==> src/rtl/count_direction_decoder.sv <==
// count_direction_decoder
// Watches the 2-bit value of an external up/down counter, decodes each change
// into an up or down step, accumulates a signed position and reports stalls
// (value unchanged for STALL_LIMIT samples) and illegal double jumps.
//
// Ports
//   clock    : single clock, all state updates on its rising edge
//   resetn   : synchronous active-low reset
//   q        : observed counter value {Q1,Q0}
//   clear    : synchronous clear of position, error and stall tracking
//   dir_up   : last decoded direction (1 = incrementing)
//   step     : one-cycle pulse per legal step
//   position : two's-complement net step count, wraps modulo 2^POS_WIDTH
//   stalled  : high while in STALL
//   error    : sticky illegal-transition flag (high while in ERR)
//   state    : FSM encoding INIT=00, TRACK=01, STALL=10, ERR=11
module count_direction_decoder #(
    parameter int unsigned POS_WIDTH   = 8,
    parameter int unsigned STALL_LIMIT = 15
) (
    input  logic                 clock,
    input  logic                 resetn,
    input  logic [1:0]           q,
    input  logic                 clear,
    output logic                 dir_up,
    output logic                 step,
    output logic [POS_WIDTH-1:0] position,
    output logic                 stalled,
    output logic                 error,
    output logic [1:0]           state
);

    typedef enum logic [1:0] {
        StInit  = 2'b00,
        StTrack = 2'b01,
        StStall = 2'b10,
        StErr   = 2'b11
    } state_e;

    localparam logic [7:0] Limit = 8'(STALL_LIMIT);

    state_e               state_q, state_d;
    logic [1:0]           q_prev_q, q_prev_d;
    logic [POS_WIDTH-1:0] pos_q, pos_d;
    logic                 dir_q, dir_d;
    logic                 step_q, step_d;
    logic [7:0]           cnt_q, cnt_d;
    logic [1:0]           delta;

    always_ff @(posedge clock) begin
        if (!resetn) begin
            state_q  <= StInit;
            q_prev_q <= 2'b00;
            pos_q    <= '0;
            dir_q    <= 1'b0;
            step_q   <= 1'b0;
            cnt_q    <= 8'd0;
        end else begin
            state_q  <= state_d;
            q_prev_q <= q_prev_d;
            pos_q    <= pos_d;
            dir_q    <= dir_d;
            step_q   <= step_d;
            cnt_q    <= cnt_d;
        end
    end

    // Modulo-4 difference between the new sample and the previous one.
    assign delta = q - q_prev_q;

    always_comb begin
        state_d  = state_q;
        q_prev_d = q;  // previous sample tracks q in every state
        pos_d    = pos_q;
        dir_d    = dir_q;
        step_d   = 1'b0;
        cnt_d    = cnt_q;

        if (clear) begin
            // Clear overrides any step or illegal jump decoded this edge.
            state_d = StInit;
            pos_d   = '0;
            cnt_d   = 8'd0;
        end else begin
            unique case (state_q)
                StInit: begin
                    state_d = StTrack;
                    cnt_d   = 8'd0;
                end
                StTrack, StStall: begin
                    unique case (delta)
                        2'd1: begin
                            step_d  = 1'b1;
                            dir_d   = 1'b1;
                            pos_d   = pos_q + POS_WIDTH'(1);
                            cnt_d   = 8'd0;
                            state_d = StTrack;
                        end
                        2'd3: begin
                            step_d  = 1'b1;
                            dir_d   = 1'b0;
                            pos_d   = pos_q - POS_WIDTH'(1);
                            cnt_d   = 8'd0;
                            state_d = StTrack;
                        end
                        2'd0: begin
                            // In STALL an unchanged sample holds everything.
                            if (state_q == StTrack) begin
                                cnt_d = (cnt_q >= Limit) ? Limit : cnt_q + 8'd1;
                                if (cnt_d == Limit) begin
                                    state_d = StStall;
                                end
                            end
                        end
                        default: begin
                            state_d = StErr;
                        end
                    endcase
                end
                default: begin
                    // ERR is absorbing; only clear or reset leave it.
                    state_d = StErr;
                end
            endcase
        end
    end

    assign dir_up   = dir_q;
    assign step     = step_q;
    assign position = pos_q;
    assign stalled  = (state_q == StStall);
    assign error    = (state_q == StErr);
    assign state    = state_q;

endmodule

==> config.mk <==
export PLATFORM = sky130hd
export DESIGN_NAME = count_direction_decoder
export DESIGN_NICKNAME = d
export VERILOG_FILES = /design/src/rtl/count_direction_decoder.sv
export SDC_FILE = /design/constraint.sdc
export NUM_CORES = 1
export LEC_CHECK = 0
export CAP_MARGIN = 10
export CELL_PAD_IN_SITES_DETAIL_PLACEMENT = 1
export CELL_PAD_IN_SITES_GLOBAL_PLACEMENT = 1
export CORE_MARGIN = 4
export CORE_UTILIZATION = 39
export CTS_BUF_LIST = sky130_fd_sc_hd__clkbuf_16
export DETAILED_ROUTE_END_ITERATION = 12
export GPL_TIMING_DRIVEN = 0
export MAX_ROUTING_LAYER = met4
export PLACE_DENSITY = 0.89
export SETUP_SLACK_MARGIN = 0.02
export SYNTH_ARGS = -nofsm -noshare
export SYNTH_HDL_FRONTEND = slang
export SYNTH_SLANG_ARGS = --single-unit
==> constraint.sdc <==
create_clock -name clock -period 4.4 [get_ports clock]
set_input_delay 1.32 -clock clock [delete_from_list [all_inputs] [get_ports clock]]
set_output_delay 1.32 -clock clock [all_outputs]
set_load 0.02 [all_outputs]
======== Yosys cells after proc, flatten, opt, wreduce, memory -nomap -nowiden ========
Index checks and enable logic that the tools add are counted.
cells by class
  bitwise logic cells ..................... 3
  order comparisons ....................... 1
  multipliers ............................. 0
  shifts and indexed selects .............. 0
  eq/ne operators ......................... 9
  reductions and logical operators ........ 12
  mux-type cells .......................... 11
  add/sub/neg operators ................... 4
  div/mod/pow operators ................... 0
operators by type and width
  operator                                              count
  one-hot mux 8 bit (2 select lines)                    3
  adder 8 x 1 -> 8 bit (second input constant)          2
  two-way mux 8 bit                                     2
  inequality test 3 bit (second input constant)         3
  equality test 8 x 4 -> 1 bit (second input constant)  1
  >= comparator 8 x 4 -> 1 bit (second input constant)  1
  one-hot mux 2 bit (2 select lines)                    2
  subtractor 8 x 1 -> 8 bit (second input constant)     1
  equality test 2 bit (second input constant)           3
  AND reduction 3 bit                                   2
  OR reduction 2 bit                                    3
  equality test 2 x 1 -> 1 bit (second input constant)  2
  zero test 2 bit                                       2
  two-way mux 2 bit                                     2
  AND reduction 2 bit                                   2
  nonzero test 2 bit                                    2
  inverter 1 bit                                        3
  OR reduction 3 bit                                    1
  one-hot mux 1 bit (2 select lines)                    1
  subtractor 2 bit                                      1
  two-way mux 1 bit                                     1
storage, ports and cells
  bits in latches ......................... 0
  ROM bits ................................ 0
  bits of input ports ..................... 5
  flip-flop bits (word level) ............. 22
  output and inout bits ................... 14
  memories kept ........................... 0
  bits in writable memories ............... 0
  word-level logic and storage cells ...... 46

======== Longest topological paths before layout ========
Gate-level depths: netlist of run 1.
  depth in word-level cells ............... 7
  mapped depth ............................ 10

======== Least setup slack after synthesis of run 1 ========
Ideal clock, no wire load.
  kind .................................... input port to flip-flop
  start ................................... input q[0]
  end ..................................... register pos_q[2] (netlist: position[2])
  required time ........................... 4326 ps
  slack ................................... 910 ps
  buffers on the path ..................... 0
  stages on the path ...................... 9
  data arrival time ....................... 3416 ps
  cell sequence ........................... inv_1 -> ha_1 -> xnor3_2 -> nor2_1 -> xor2_1 -> ha_1 -> or4_4 -> a2111o_1 -> o21ai_0
between the ends
  cells in the longest elaborated chain, start to end .. 4
ends and longest elaborated chain
  what                                                                 RTL line  RTL
  start: declaration                                                   23        input logic [1:0] q,
  subtractor 2 bit (*)                                                 69        assign delta = q - q_prev_q;
  equality test 2 bit or equality test 2 x 1 -> 1 bit (tied branches)  91        unique case (delta)
  nonzero test 2 bit (no source line)                                  n/a
  AND reduction 2 bit (no source line)                                 n/a
  end signal: assignment                                               61        pos_q <= pos_d;
  end: declaration                                                     44        logic [POS_WIDTH-1:0] pos_q, pos_d;
Mark *: on every way between the ends. The rest lies on a longest branch, timed or not.
A chain may end at the register's enable or synchronous reset.

======== Worst setup path after layout of run 1 ========
  start ................................... input q[0]
  end ..................................... register pos_q[6] (netlist: position[6])
Same word-level chain as after synthesis.

==> results of run 1 <==
==> cells in the mapped netlist (all sizes together) <==
master	instances
a2111o	1
a2111oi	3
a211oi	1
a21oi	10
a31oi	1
and2	2
and3	4
buf	2
clkbuf	2
clkinv	1
dfxtp	22
ha	7
inv	5
mux2i	4
nand2	13
nand2b	4
nand3	7
nand3b	1
nand4	2
nand4b	1
nor2	4
nor2b	4
nor3	6
nor4	5
o211ai	5
o21a	3
o21ai	6
o21bai	1
o311a	1
o31ai	2
or3	1
or4	2
or4b	1
xnor2	2
xnor3	1
xor2	1
xor3	1
==> cell families (layout without fill, tap and decap cells) <==
kind of cell / count (synthesis) / count (layout) / share of synthesized area
buffers and inverters: 10 / 31 / 0.0319
AOI/OAI and AO/OA: 34 / 34 / 0.184
and+or+nand+nor: 57 / 57 / 0.256
xor gates and xnor gates: 5 / 5 / 0.0607
adders and majority gates: 7 / 7 / 0.0720
muxes: 4 / 4 / 0.0329
DFF: 22 / 22 / 0.362
==> layout make-up <==
cell class,instances,area (sq um)
fillers,370,1500
multi-input cells,107,737
flip-flops and latches,22,440
repair buffers,18,180
clock buffers,3,75.1
well taps,44,55.1
inverters,6,22.5
plain buffers,4,16.3
==> through the flow <==
step                      power (mW)   util
final                          0.504  0.504
after global routing           0.530  0.504
after CTS                      0.509  0.504
after detailed placement       0.318  0.479
after global placement         0.314  0.479
after floorplan                0.282      -
==> registers in the layout (all words and copies together) (netlist names) <==
signal,flops
q_prev_q,2
state,2
position,8
step,1
dir_up,1
cnt_q,8
==> path summary, 6_finish.rpt <==
kind / startpoint / end / slack, ns
worst max-delay path: q[0] / position[6]$_SDFFE_PP0P_ / 0.28
worst min-delay path: cnt_q[6]$_SDFFE_PP0P_ / cnt_q[6]$_SDFFE_PP0P_ / 0.48
worst max register to register: q_prev_q[0]$_SDFF_PN0_ / position[6]$_SDFFE_PP0P_ / 1.58
worst min register to register: cnt_q[6]$_SDFFE_PP0P_ / cnt_q[6]$_SDFFE_PP0P_ / 0.48
==> power by group through the flow <==
stage / logic (mW) / clock network, mW / registers (mW)
after global placement: 0.0988 / 0 / 0.215
after detailed placement: 0.102 / 0 / 0.215
after CTS: 0.105 / 0.193 / 0.211
final: 0.104 / 0.189 / 0.211
after floorplan: 0.0625 / 0 / 0.220
after global routing: 0.115 / 0.203 / 0.212
==> layer usage <==
metal  GRT usage  vias to the layer above  wire, um
met4      0.0809                        0        64
met5           -                        -         0
met3      0.0334                        6       119
met1       0.213                      571      1480
met2       0.294                       27      1610
li1            -                      561         -
==> results.tsv, run 1 <==
stage	metric	value	unit
detailed_routing	viasPerCell	5.71	
synth	syn-cell-area	1220	sq um
power_and_ir_drop	p_seq_frac	0.418	
detailed_routing	num_vias	1165	
synth	synth_top_area_share	0.362	
detailed_routing	routed_wl	3270	um
synth	ys_seq_elements	22	
synth	yosysWarnings	0	
critical_path	crit_family	simple AND/OR/NAND/NOR gates	
floorplan	dieArea	4080	sq um
grt	grt_pass1_wl	5640	um
clock_tree	postCtsResizedCells	0	
clock_tree	cts-buffers-inserted	3	
min_path	whs_path_depth	1	
critical_path	worstSetupStartpointType	input pin	
clock_tree	cts_root_buffer	clkbuf_16	
critical_path	crit_type	in2reg	
detailed_routing	wire_per_inst	16.0	um
floorplan	rows	20	
status	status	completed	
floorplan	fp.dieH	63.8	um
critical_path	critical-path-slowest-cell	xnor3_2	
floorplan	die_w	63.8	um
critical_path	crit_buf_inv	2	
floorplan	ios	19	
power_and_ir_drop	clockPowerShare	0.375	
timing	clock.fmax	0.243	GHz
synth	syn-num-nets	151	
critical_path	required	4.57	ns
synth	synth_cell_types	39	
clock_tree	postCtsSetupBuffers	0	
synth	yosysTopAreaCell	dfxtp_1	
clock_tree	cts_num_sinks	22	
timing	tightest_slew	0.672	ns
synth	seq_area_frac_synth	0.362	
clock_tree	cts_tree	built	
min_path	hold_class	reg2reg	
placed_design	placed_cells	201	
detailed_routing	remaining_drc_errors	0	
grt	antenna_found_initial	0	
detailed_routing	ant_nets	0	
timing	finalWorstSetupSlack	0.277	ns
placed_design	place_congestion	0.898	
timing	tns	0	ns
placed_design	dpl_cell_area	1450	sq um
power_and_ir_drop	p_int	0.365	mW
detailed_routing	drt_iter0_drc	53	
synth	synthCells	139	
finish	final_cell_mix	dfxtp_1, clkdlybuf4s50_1, nand2_1	
timing	setup-violations-final	0	
power_and_ir_drop	power_leakage	0.575	nW
critical_path	critical_path_arrival	4.29	ns
finish	drive_above_1_share	0.0438	
finish	synthToLayoutAreaGrowth	25.5	%
finish	antenna_cells	0	
power_and_ir_drop	power_frac_comb	0.207	
power_and_ir_drop	power.density	330	nW/um^2
synth	syn_avg_cell_area	8.75	sq um
clock_tree	cts_hold_buffers	0	
critical_path	reg2reg_depth	9	
placed_design	dp_hpwl	2420	um
timing	maxSlewViolCount	0	
floorplan	initial_utilization	0.402	
critical_path	cp_max_fo	9	
timing	finalClockSkew	0.00131	ns
timing	rsz0062_at_grt	no	
timing	maxSlewHeadroom	0.540	
finish	num-nets-final	174	
timing	min_period	4.12	ns
power_and_ir_drop	switchingPower	0.139	mW
timing	holdWs	0.483	ns
finish	instances_no_fill	204	
clock_tree	clkTransAtPathRegs	0.06	ns
floorplan	core_area	3030	sq um
synth	synthTopCellsByArea	dfxtp_1, ha_1, a21oi_1	
placed_design	io_buffers	18	
timing	min_period_over_period	0.937	
clock_tree	clockBufferDepth	2	
critical_path	cp.depth	11	
run	drv_cap	0	
grt	grt_max_degree	12	
critical_path	path_cells	clkdlybuf4s50_1 -> inv_1 -> ha_1 -> xnor3_2 -> nor2_1 -> xor2_1 -> ha_1 -> or4_1 -> nor4_1 -> nor3_1 -> nor3_1	
power_and_ir_drop	ir_drop	0.250	mV
critical_path	end_kind	register	
finish	final_common_cell	dfxtp_1	
grt	grt-ovfl-total	0	
power_and_ir_drop	swShare	0.276	
timing	hold_viol_final	0	
finish	final_area	1530	sq um
clock_tree	worstSkewPairLatency	0.25	ns
critical_path	slowest_delay	0.49	ns
clock_tree	htree_levels	1	
grt	track_usage	0.179	
placed_design	pre_cts_slack	0.0384	ns
grt	grt_pass1_vias	1235	
detailed_routing	firstDrtPassIters	4	
(Power assumes the default switching activity.)
==> run 2, diff against run 1 <==
--- a/config.mk
+++ b/config.mk
@@ -9,12 +9,13 @@
 export CELL_PAD_IN_SITES_DETAIL_PLACEMENT = 1
 export CELL_PAD_IN_SITES_GLOBAL_PLACEMENT = 1
 export CORE_MARGIN = 4
-export CORE_UTILIZATION = 39
+export CORE_UTILIZATION = 35
 export CTS_BUF_LIST = sky130_fd_sc_hd__clkbuf_16
 export DETAILED_ROUTE_END_ITERATION = 12
 export GPL_TIMING_DRIVEN = 0
 export MAX_ROUTING_LAYER = met4
-export PLACE_DENSITY = 0.89
+export PLACE_DENSITY = 0.82
+export REMOVE_ABC_BUFFERS = 1
 export SETUP_SLACK_MARGIN = 0.02
 export SYNTH_ARGS = -nofsm -noshare
 export SYNTH_HDL_FRONTEND = slang
==> constraint.sdc (replaced) <==
create_clock -name clock -period 4.4 [get_ports clock]
set_input_delay 0.66 -clock clock [delete_from_list [all_inputs] [get_ports clock]]
set_output_delay 0.66 -clock clock [all_outputs]
set_load 0.02 [all_outputs]
==> results.tsv, run 2 (synthesis gave the netlist of run 1 again) <==
stage	metric	value	unit
placed_design	pre_cts_slack	0.788	ns
timing	finalClockSkew	0.00295	ns
power_and_ir_drop	ir_drop	0.228	mV
timing	tns	0	ns
detailed_routing	wire_per_inst	16.4	um
min_path	hold_class	reg2reg	
detailed_routing	firstDrtPassIters	4	
floorplan	dieArea	4480	sq um
critical_path	crit_type	in2reg	
finish	final_common_cell	dfxtp_1	
critical_path	required	4.57	ns
timing	holdWs	0.475	ns
timing	setup-violations-final	0	
power_and_ir_drop	p_total	0.505	mW
critical_path	cp_max_fo	9	
clock_tree	postCtsSetupBuffers	0	
power_and_ir_drop	power_leakage	0.567	nW
finish	final_cell_mix	dfxtp_1, clkdlybuf4s50_1, nand2_1	
timing	hold_viol_final	0	
grt	grt-ovfl-total	0	
placed_design	place_congestion	0.900	
grt	antenna_found_initial	0	
timing	min_period	3.43	ns
clock_tree	cts_num_sinks	22	
clock_tree	htree_levels	1	
status	status	completed	
floorplan	core_area	3340	sq um
floorplan	ios	19	
run	drv_cap	0	
timing	maxSlewViolCount	0	
timing	tightest_slew	0.897	ns
clock_tree	clkTransAtPathRegs	0.06	ns
detailed_routing	remaining_drc_errors	0	
critical_path	worstSetupStartpointType	input pin	
clock_tree	cts-buffers-inserted	3	
detailed_routing	drt_iter0_drc	42	
finish	synthToLayoutAreaGrowth	24.7	%
timing	min_period_over_period	0.781	
clock_tree	cts_root_buffer	clkbuf_16	
timing	maxSlewHeadroom	0.401	
detailed_routing	viasPerCell	5.62	
grt	grt_max_degree	15	
floorplan	die_w	66.9	um
placed_design	placed_cells	199	
clock_tree	worstSkewPairLatency	0.25	ns
finish	instances_no_fill	203	
power_and_ir_drop	power.density	333	nW/um^2
floorplan	rows	21	
placed_design	dpl_cell_area	1440	sq um
clock_tree	postCtsResizedCells	0	
grt	track_usage	0.167	
finish	antenna_cells	0	
grt	grt_pass1_wl	5670	um
timing	clock.fmax	0.291	GHz
timing	finalWorstSetupSlack	0.965	ns
grt	grt_pass1_vias	1188	
critical_path	end_kind	register	
clock_tree	cts_hold_buffers	0	
finish	drive_above_1_share	0.0382	
critical_path	reg2reg_setup_slack	1.58	ns
clock_tree	clockBufferDepth	2	
detailed_routing	ant_nets	0	
floorplan	initial_utilization	0.364	
finish	postLayoutCoreUtil	0.454	
detailed_routing	routed_wl	3340	um
timing	rsz0062_at_grt	no	
critical_path	critical_path_arrival	3.61	ns
placed_design	io_buffers	18	
clock_tree	cts_tree	built	
finish	num-nets-final	170	
floorplan	fp.dieH	66.9	um
finish	final_area	1520	sq um
detailed_routing	num_vias	1140	
placed_design	dp_hpwl	2360	um
## run 2: cell count changes in the layout (fill, tap and decap cells not counted)
| cell | previous run | this run |
|---|---|---|
| buf_1 | 1 | 0 |
| buf_2 | 1 | 0 |
| clkbuf_1 | 2 | 0 |
| clkinv_1 | 1 | 2 |
## run 2: path summary, 6_finish.rpt
path	to	start	cells after the start
setup / recovery	position[6]$_SDFFE_PP0P_	q[0]	11
hold / removal	position[7]$_SDFFE_PP0P_	position[7]$_SDFFE_PP0P_	2
setup reg to reg	position[6]$_SDFFE_PP0P_	q_prev_q[0]$_SDFF_PN0_	9
hold reg to reg	position[7]$_SDFFE_PP0P_	position[7]$_SDFFE_PP0P_	2
## run 2: layout make-up
type                       instances  area, sq um
clock buffer                       3         75.1
clock inverter                     1         3.75
fill                             414         1820
inverter                           6         22.5
multi-input combinational        107          737
sequential                        22          440
tap                               46         57.6
timing repair buffer              18          180
## run 2: worst max-delay path, cell delays in order
cell and delay, ns:
clkdlybuf4s50_1 0.47, inv_1 0.05, ha_1 0.20, xnor3_2 0.49, nor2_1 0.28, xor2_1 0.11, ha_1 0.28, or4_1 0.45
nor4_1 0.33, nor3_1 0.08, nor3_1 0.19
## run 2: report_power, final
| part | switching (mW) | internal, mW |
|---|---|---|
| Combinational | 0.0647 | 0.0398 |
| Sequential | 0.00658 | 0.205 |
| Clock | 0.0681 | 0.121 |
## run 2: per-layer routing
layer  GRT usage  share of wire
met3      0.0320          0.026
met1       0.207           0.48
met2       0.288           0.48
met5           -              0
met4      0.0228         0.0087
